<file path="config.mk">
export PLATFORM = sky130hd
export DESIGN_NAME = ram_stream_writer
export DESIGN_NICKNAME = d
export VERILOG_FILES = /design/src/rtl/ram_writer_pkg.sv /design/src/rtl/ram_dp.sv /design/src/rtl/ram_stream_writer.sv
export SDC_FILE = /design/constraint.sdc
export NUM_CORES = 1
export LEC_CHECK = 0
export CAP_MARGIN = 30
export CORE_MARGIN = 8
export CORE_UTILIZATION = 58
export DETAILED_ROUTE_END_ITERATION = 8
export GPL_TIMING_DRIVEN = 0
export PLACE_DENSITY = 0.78
export SYNTH_ARGS = -nofsm -noshare
export SYNTH_HDL_FRONTEND = slang
export SYNTH_SLANG_ARGS = --single-unit
</file>
<file path="constraint.sdc">
create_clock -name clk -period 2.2 [get_ports clk]
set_input_delay 0.33 -clock clk [delete_from_list [all_inputs] [get_ports clk]]
set_output_delay 0.33 -clock clk [all_outputs]
set_load 0.005 [all_outputs]
</file>
<file path="src/rtl/ram_writer_pkg.sv">
// ram_writer_pkg
// Shared definitions for the stream-to-RAM burst writer:
//   - default word width and memory depth
//   - FSM state encoding used by ram_stream_writer
package ram_writer_pkg;

  localparam int DEF_WIDTH = 8;
  localparam int DEF_DEPTH = 16;

  typedef enum logic [1:0] {
    ST_IDLE  = 2'd0,
    ST_WRITE = 2'd1,
    ST_DONE  = 2'd2
  } state_t;

endpackage

</file>
<file path="src/rtl/ram_dp.sv">
// ram_dp
// Simple dual-port RAM: one synchronous write port and one registered
// read port. The array itself is never reset, so contents survive rst_n.
// The read register is reset so the visible output starts at zero.
// Ports:
//   clk      - clock, all activity on posedge
//   rst_n    - asynchronous active-low reset (read register only)
//   i_we     - write enable
//   i_waddr  - write address
//   i_wdata  - write data
//   i_raddr  - read address
//   o_rdata  - read data, one cycle after i_raddr (read-first on collision)
module ram_dp
  import ram_writer_pkg::*;
#(
  parameter  int WIDTH = DEF_WIDTH,
  parameter  int DEPTH = DEF_DEPTH,
  localparam int AW    = $clog2(DEPTH)
) (
  input  logic             clk,
  input  logic             rst_n,
  input  logic             i_we,
  input  logic [AW-1:0]    i_waddr,
  input  logic [WIDTH-1:0] i_wdata,
  input  logic [AW-1:0]    i_raddr,
  output logic [WIDTH-1:0] o_rdata
);

  logic [WIDTH-1:0] r_mem [DEPTH];
  logic [WIDTH-1:0] r_rdata;

  always_ff @(posedge clk) begin
    if (i_we) begin
      r_mem[i_waddr] <= i_wdata;
    end
  end

  // Non-blocking read of the array samples the pre-write contents, so a
  // same-address read/write returns the old word (read-first).
  always_ff @(posedge clk or negedge rst_n) begin
    if (!rst_n) begin
      r_rdata <= '0;
    end else begin
      r_rdata <= r_mem[i_raddr];
    end
  end

  assign o_rdata = r_rdata;

endmodule

</file>
<file path="src/rtl/ram_stream_writer.sv">
// ram_stream_writer
// Accepts a start request with a base address and a word count, then
// writes that many words from a valid-qualified input stream into a RAM
// at consecutive (wrapping) addresses. A separate read port gives
// registered access to the memory at any time.
// Ports:
//   clk        - clock, all logic on posedge
//   rst_n      - asynchronous active-low reset
//   start      - one-cycle burst request (honoured only when idle)
//   base_addr  - first write address, sampled with start
//   len        - burst length 0..DEPTH, sampled with start
//   data_in    - stream write data
//   valid_in   - data_in qualifier
//   ready_out  - high while the burst is accepting words
//   busy       - high while a burst is in progress (WRITE or DONE)
//   done       - one-cycle pulse when the burst completes
//   addr_rd    - read address
//   data_out   - registered read data, one-cycle latency
module ram_stream_writer
  import ram_writer_pkg::*;
#(
  parameter  int WIDTH     = DEF_WIDTH,
  parameter  int DEPTH     = DEF_DEPTH,
  localparam int DEPTH_LOG = $clog2(DEPTH)
) (
  input  logic                 clk,
  input  logic                 rst_n,
  input  logic                 start,
  input  logic [DEPTH_LOG-1:0] base_addr,
  input  logic [DEPTH_LOG:0]   len,
  input  logic [WIDTH-1:0]     data_in,
  input  logic                 valid_in,
  output logic                 ready_out,
  output logic                 busy,
  output logic                 done,
  input  logic [DEPTH_LOG-1:0] addr_rd,
  output logic [WIDTH-1:0]     data_out
);

  state_t               r_state;
  state_t               w_state_nxt;
  logic [DEPTH_LOG-1:0] r_ptr;
  logic [DEPTH_LOG:0]   r_cnt;
  logic                 w_accept;
  logic                 w_last;
  logic                 w_load;

  assign ready_out = (r_state == ST_WRITE);
  assign busy      = (r_state != ST_IDLE);
  assign done      = (r_state == ST_DONE);

  assign w_accept  = ready_out && valid_in;
  assign w_last    = (r_cnt == (DEPTH_LOG+1)'(1));
  // A zero-length request skips WRITE entirely, so pointer/count are only
  // loaded for non-empty bursts.
  assign w_load    = (r_state == ST_IDLE) && start && (len != '0);

  always_ff @(posedge clk or negedge rst_n) begin
    if (!rst_n) begin
      r_state <= ST_IDLE;
    end else begin
      r_state <= w_state_nxt;
    end
  end

  always_comb begin
    w_state_nxt = r_state;
    unique case (r_state)
      ST_IDLE: begin
        if (start) begin
          w_state_nxt = (len == '0) ? ST_DONE : ST_WRITE;
        end
      end
      ST_WRITE: begin
        if (w_accept && w_last) begin
          w_state_nxt = ST_DONE;
        end
      end
      ST_DONE: begin
        w_state_nxt = ST_IDLE;
      end
      default: begin
        w_state_nxt = ST_IDLE;
      end
    endcase
  end

  // Pointer wraps naturally at DEPTH because DEPTH is a power of two and
  // the register is exactly DEPTH_LOG bits wide.
  always_ff @(posedge clk or negedge rst_n) begin
    if (!rst_n) begin
      r_ptr <= '0;
      r_cnt <= '0;
    end else if (w_load) begin
      r_ptr <= base_addr;
      r_cnt <= len;
    end else if (w_accept) begin
      r_ptr <= DEPTH_LOG'(r_ptr + 1'b1);
      r_cnt <= (DEPTH_LOG+1)'(r_cnt - 1'b1);
    end
  end

  ram_dp #(
    .WIDTH (WIDTH),
    .DEPTH (DEPTH)
  ) u_ram (
    .clk     (clk),
    .rst_n   (rst_n),
    .i_we    (w_accept),
    .i_waddr (r_ptr),
    .i_wdata (data_in),
    .i_raddr (addr_rd),
    .o_rdata (data_out)
  );

endmodule
</file>
==> out/results.ini, run 1 <==
[run_status]
status=finished, final reports clean

[power]
leakage_nw=2.367
vdd_drop_max_v=0.0005467
power_density_nw_per_um2=1064

[setup_path]
cp_max_fo=5
startpoint_type=flip-flop
rr_endpoint=u_ram.r_mem[0][3]
crit_required_ns=1.87
worstPathArrival_ns=1.72
critPathCaptureType=primary output
r2r_slack_ns=0.15
path_class=reg2out
worst-r2r-cell-count=5
reg2reg_from=r_state[1]

[place]
placed_area_um2=6336
io_buffer_count=34
pre_cts_ws_ns=-0.3058
finalWeightedCongestion=0.7426
dpl.cell_count=465
post-dp-hpwl_mm=7.285

[die]
start_util=0.5963
coreArea_um2=9729
ioPinCount=36
num_rows=36
die_h_um=116.0
fp.dieArea_um2=13460
fp.dieW_um=116.0

[grt]
grt_usage=0.1901
use_met2=0.3098
grt_util_met1=0.2305
antenna_found_initial=0
met3_usage=0.05367
grt_busiest_layer=met2
grt_pass1_wl_mm=18.00
gr-total-overflow=0
grt_pass1_vias=3190
grt_max_degree=17

[cells_and_area]
area_delta_synth_final_pct=19.80
fin_nets=382
fin_cells=497
regArea_um2=4319
multi_input_area_um2=1418
num_antenna_cells=0
layout-drive-gt1-share=0.2335
final_cell_area_um2=6950
nFillCells=603

[sta]
finalSetupTns_ns=0
fmax_mhz=486.8
setup_viol=0
slew_viol_final=0
max_slew_margin=0.4850
skew_ns=0.008993
min_period_ns=2.054
hold_viol_final=0
finalCritPeriodShare=0.9337
grt_setup_unrepaired=false
setup_ws_ns=0.1459
worstMarginPinSlew_ns=0.7725

[logic_synthesis]
ys_types=33
synth.yosys.seq_area_share=0.7444
synth_top_area_share=0.6625
synthTopCellsByArea=edfxtp_1 66%, mux4_2 12%, dfrtp_1 8.2%
async_flop_share=0.1293
synth_seq_cells=147
synth_area_um2=5802
post-synth-top-area-cell=edfxtp_1
ys_warn_count=0
syn_inst=297
synth_common_cells=128 x edfxtp_1, 32 x mux4_2, 19 x dfrtp_1
synth_edf_count=128
avgSynthCellArea_um2=19.53
synth_fp_nets=328
synth_most_common_cell=edfxtp_1
ys.flop_type=edfxtp_1

[drt]
avgRoutedWirePerCell_um=22.88
antenna_left=0
viasPerCell=5.907
vias=2936
drc=0
drt_iter0_drc=286
wl_mm=11.37
first_pass_iters=7

[clocking]
clk_latency_ns=0.53
cts_sinks=147
cts_made_buffers=17
cts_max_level=4
cts_tree=yes
path_clk_slew_ns=0.06
cts_root_buf=clkbuf_8
clockBufferDepth=2

[hold_path]
min_path_type=in2async

[flow_run]
maxCapViolations=0

==> area by class of cell <==
class / instances / share of cell area
Sequential cell: 147 / 0.6214
Inverter: 6 / 0.003240
Tap cell: 133 / 0.02394
Multi-Input combinational cell: 132 / 0.2040
Timing Repair Buffer: 35 / 0.05293
Clock buffer: 20 / 0.06409
Buffer: 12 / 0.008281
Clock inverter: 12 / 0.02214
==> flip-flops by register name (all words and copies together), names as in the netlist <==
name	cells
r_cnt	5
r_state	2
u_ram.r_mem	128
u_ram.o_rdata	8
r_ptr	4
==> logic make-up (layout without fill, tap and decap cells) <==
family | Yosys count | after routing | synth area share
flip-flops | 147 | 147 | 0.7444
XOR/XNOR | 4 | 4 | 0.006039
multiplexers | 32 | 32 | 0.1242
AO/OA/AOI/OAI | 30 | 30 | 0.04054
AND/OR/NAND/NOR | 60 | 60 | 0.05801
buffers and inverters | 18 | 85 | 0.01380
adder cells (fa/ha/maj) | 6 | 6 | 0.01294
==> cells in the final DEF (no fill, tap or decap), types with 2 or more instances in the layout <==
master and count:
a21oi_1 5, buf_1 2, clkdlybuf4s50_1 34, edfxtp_1 128, nor3_1 2, a22oi_1 16
nand2_1 16, o221ai_1 2, inv_1 6, and2_2 8, xnor2_1 3, nor2b_1 3
nor2_1 9, nand2b_1 2, buf_2 4, a221o_2 3, mux4_2 32, and2_1 10
clkinv_2 3, dfrtp_1 19, bufinv_16 3, inv_6 2, clkbuf_16 16, o22ai_1 2
clkinvlp_4 3, ha_1 6, clkbuf_8 3, clkbuf_1 6
==> worst max-delay path, cell delays in order, from the launching register on <==
cell and delay (ns):
dfrtp_1 0.42, and2b_1 0.26, clkdlybuf4s50_1 0.52
==> power by group <==
group	switching, W	internal [W]
sequential	0.000157	0.00331
combinational	0.000540	0.000508
clock	0.00109	0.00179
total	0.00179	0.00560
==> repair_timing <==
item,CTS,global route
resized for setup,4,5
setup buffers,0,0
hold buffers,0,0
setup endpoints to repair,32,64
==> metal layers <==
metal / up-vias / part of all wire
met5: - / 0
met4: 0 / 0.025
met3: 22 / 0.051
met2: 89 / 0.51
met1: 1520 / 0.41
li1: 1305 / -
==> stage by stage <==
step / util / hold WS [ns] / total power (W)
after floorplan: - / 0.03441 / 0.004155
after global routing: 0.7144 / 0.06344 / 0.007692
after CTS: 0.7133 / 0.05304 / 0.007430
after global placement: 0.6484 / 0.5519 / 0.004517
after detailed placement: 0.6512 / 0.5622 / 0.004569
final: 0.7144 / 0.07617 / 0.007394
==> how the worst max path moves through the flow <==
stage               startpoint            endpoint  slack (ns)  depth (start not counted)
global route        r_state[1]   u_ram.r_mem[0][3]        0.01                          5
detailed placement  addr_rd[1]    u_ram.o_rdata[1]       -0.31                          5
CTS                 r_state[1]   u_ram.r_mem[0][3]       0.007                          5
finish              r_state[1]           ready_out        0.15                          2
global placement    addr_rd[1]    u_ram.o_rdata[4]       -0.24                          5
floorplan           r_state[1]  u_ram.r_mem[11][0]        0.37                          5
(Power assumes the default switching activity.)
==> inputs of run 2 (changes only) <==
--- a/config.mk
+++ b/config.mk
@@ -5,12 +5,12 @@
 export SDC_FILE = /design/constraint.sdc
 export NUM_CORES = 1
 export LEC_CHECK = 0
-export CAP_MARGIN = 30
+export CAP_MARGIN = 20
 export CORE_MARGIN = 8
 export CORE_UTILIZATION = 58
 export DETAILED_ROUTE_END_ITERATION = 8
-export GPL_TIMING_DRIVEN = 0
 export PLACE_DENSITY = 0.78
+export SLEW_MARGIN = 20
 export SYNTH_ARGS = -nofsm -noshare
 export SYNTH_HDL_FRONTEND = slang
 export SYNTH_SLANG_ARGS = --single-unit
==> out/results.ini, run 2 (same netlist as run 1, synthesis figures left out) <==
[cells_and_area]
largest_reg_flops=128  ; unchanged
regArea_um2=4319  ; unchanged
layout-drive-gt1-share=0.2358  ; +0.002256
multi_input_area_um2=1403  ; -1.1%
final_cell_mix=128 x edfxtp_1, 34 x clkdlybuf4s50_1, 32 x mux4_2
num_antenna_cells=0  ; unchanged
nFillCells=589  ; -2.3%
regMostFlops=u_ram.r_mem
final_cell_area_um2=7091  ; +2.0%
fin_cells=502  ; +1.0%
area_delta_synth_final_pct=22.21
layout_commonest_cell=edfxtp_1
fin_nets=387  ; +1.3%

[power]
power_density_nw_per_um2=1064  ; about the same
power_switching_share=0.2446  ; +0.002552
p_clk_frac=0.390  ; about the same
leakage_nw=2.427  ; +2.5%
p_seq_frac=0.460  ; -0.009
p_total_w=0.007547  ; +2.1%
power_frac_comb=0.150  ; +0.008
p_switching_w=0.001846  ; +3.1%
vdd_drop_max_v=0.0005869  ; +7.4%
internal_power_w=0.005701  ; +1.7%

[die]
num_rows=36  ; unchanged
die_h_um=116.0  ; unchanged
start_util=0.5963  ; unchanged
ioPinCount=36  ; unchanged
fp.dieW_um=116.0  ; unchanged
fp.dieArea_um2=13460  ; unchanged
coreArea_um2=9729  ; unchanged

[drt]
vias=3004  ; +2.3%
first_pass_iters=4  ; -3
drc=0  ; unchanged
wl_mm=12.13  ; +6.7%
antenna_left=0  ; unchanged
avgRoutedWirePerCell_um=24.17  ; +5.6%
viasPerCell=5.984  ; +1.3%
drt_iter0_drc=284  ; -0.70%

[setup_path]
crit_end=ready_out
worstPathArrival_ns=1.72  ; about the same
r2r_slack_ns=0.20  ; +0.05 ns
cp_max_fo=5  ; unchanged
startpoint=r_state[1]
rr_endpoint=u_ram.r_mem[8][4]
reg2reg_from=r_state[1]
path_class=reg2out
startpoint_type=flip-flop
critPathMaxStageDelay_ns=0.51  ; about the same
path_cells=and2b_1 > clkdlybuf4s50_1
crit_family=buffers and inverters
critPathCaptureType=primary output
crit_required_ns=1.87  ; about the same
path_buf_inv=1  ; unchanged
worst-r2r-cell-count=5  ; unchanged
cp_slowest_cell=clkdlybuf4s50_1
worst-path-stages=2  ; unchanged

[clocking]
cts_hold_buffers=0  ; unchanged
cts_sinks=147  ; unchanged
cts_root_buf=clkbuf_8
clockBufferDepth=2  ; unchanged
cts_made_buffers=17  ; unchanged
postCtsSetupBuffers=0  ; unchanged
path_clk_slew_ns=0.06  ; about the same
cts_tree=yes
cts_max_level=4  ; unchanged
clk_latency_ns=0.53  ; about the same
post_cts_resized=0  ; -4

[sta]
hold_slack_ns=0.1679  ; +0.09178 ns
grt_setup_unrepaired=false
finalCritPeriodShare=0.9338  ; about the same
finalSetupTns_ns=0  ; unchanged
setup_viol=0  ; unchanged
fmax_mhz=486.8  ; about the same
slew_viol_final=0  ; unchanged
skew_ns=0.01034  ; +0.001342 ns
min_period_ns=2.054  ; +0.0002630 ns
max_slew_margin=0.5287  ; +0.04366
hold_viol_final=0  ; unchanged
worstMarginPinSlew_ns=0.7048  ; -0.06770 ns

[place]
post-dp-hpwl_mm=7.451  ; +2.3%
io_buffer_count=35  ; +2.9%
finalWeightedCongestion=0.7323  ; -1.4%
placed_area_um2=6484  ; +2.3%
dpl.cell_count=470  ; +1.1%

[hold_path]
min_path_type=in2async

[grt]
grt_pass1_wl_mm=18.89  ; +4.9%
antenna_found_initial=0  ; unchanged
grt_pass1_vias=3235  ; +1.4%
grt_max_degree=33  ; +16
gr-total-overflow=0  ; unchanged
grt_usage=0.2001  ; +0.009956

[run_status]
status=finished, final reports clean

[flow_run]
maxCapViolations=0  ; unchanged

==> run 2: cell type report <==
class                           instances  area share
Sequential cell                       147      0.6091
Multi-Input combinational cell        132      0.1978
Timing Repair Buffer                   52     0.08082
Clock buffer                           19     0.05947
Clock inverter                         13     0.02612
Tap cell                              133     0.02347
Inverter                                6    0.003176
==> run 2: power by group through the flow <==
| stage | Sequential [W] | Combinational, W | Clock [W] |
|---|---|---|---|
| after floorplan | 0.00348 | 0.000678 | 0 |
| after global placement | 0.00351 | 0.00109 | 0 |
| after detailed placement | 0.00352 | 0.00112 | 0 |
| after CTS | 0.00347 | 0.00114 | 0.00298 |
| after global routing | 0.00350 | 0.00123 | 0.00311 |
| final | 0.00347 | 0.00113 | 0.00294 |
==> run 2: routing by layer <==
layer  wire length, um  track usage
met1              5028       0.2595
met2              5993       0.3029
met3               874      0.06722
met4               237      0.08643
met5                 0            0
==> run 2: worst min path at each step <==
stage                to     start  cells past startpoint
6_report       r_ptr[1]     rst_n                      2
5_1_grt        r_cnt[1]     rst_n                      2
4_1_cts        r_cnt[1]     rst_n                      2
3_5_place_dp   r_cnt[4]  r_cnt[4]                      1
3_3_place_gp   r_cnt[4]  r_cnt[4]                      1
2_1_floorplan  r_cnt[0]     rst_n                      0
==> run 2: through the flow <==
step           setup WS (ns)    util
6_report              0.1456  0.7288
4_1_cts               0.1124  0.7288
3_5_place_dp         0.09952  0.6664
5_1_grt              0.06048  0.7288
3_3_place_gp          0.1833  0.6664
2_1_floorplan         0.3710       -
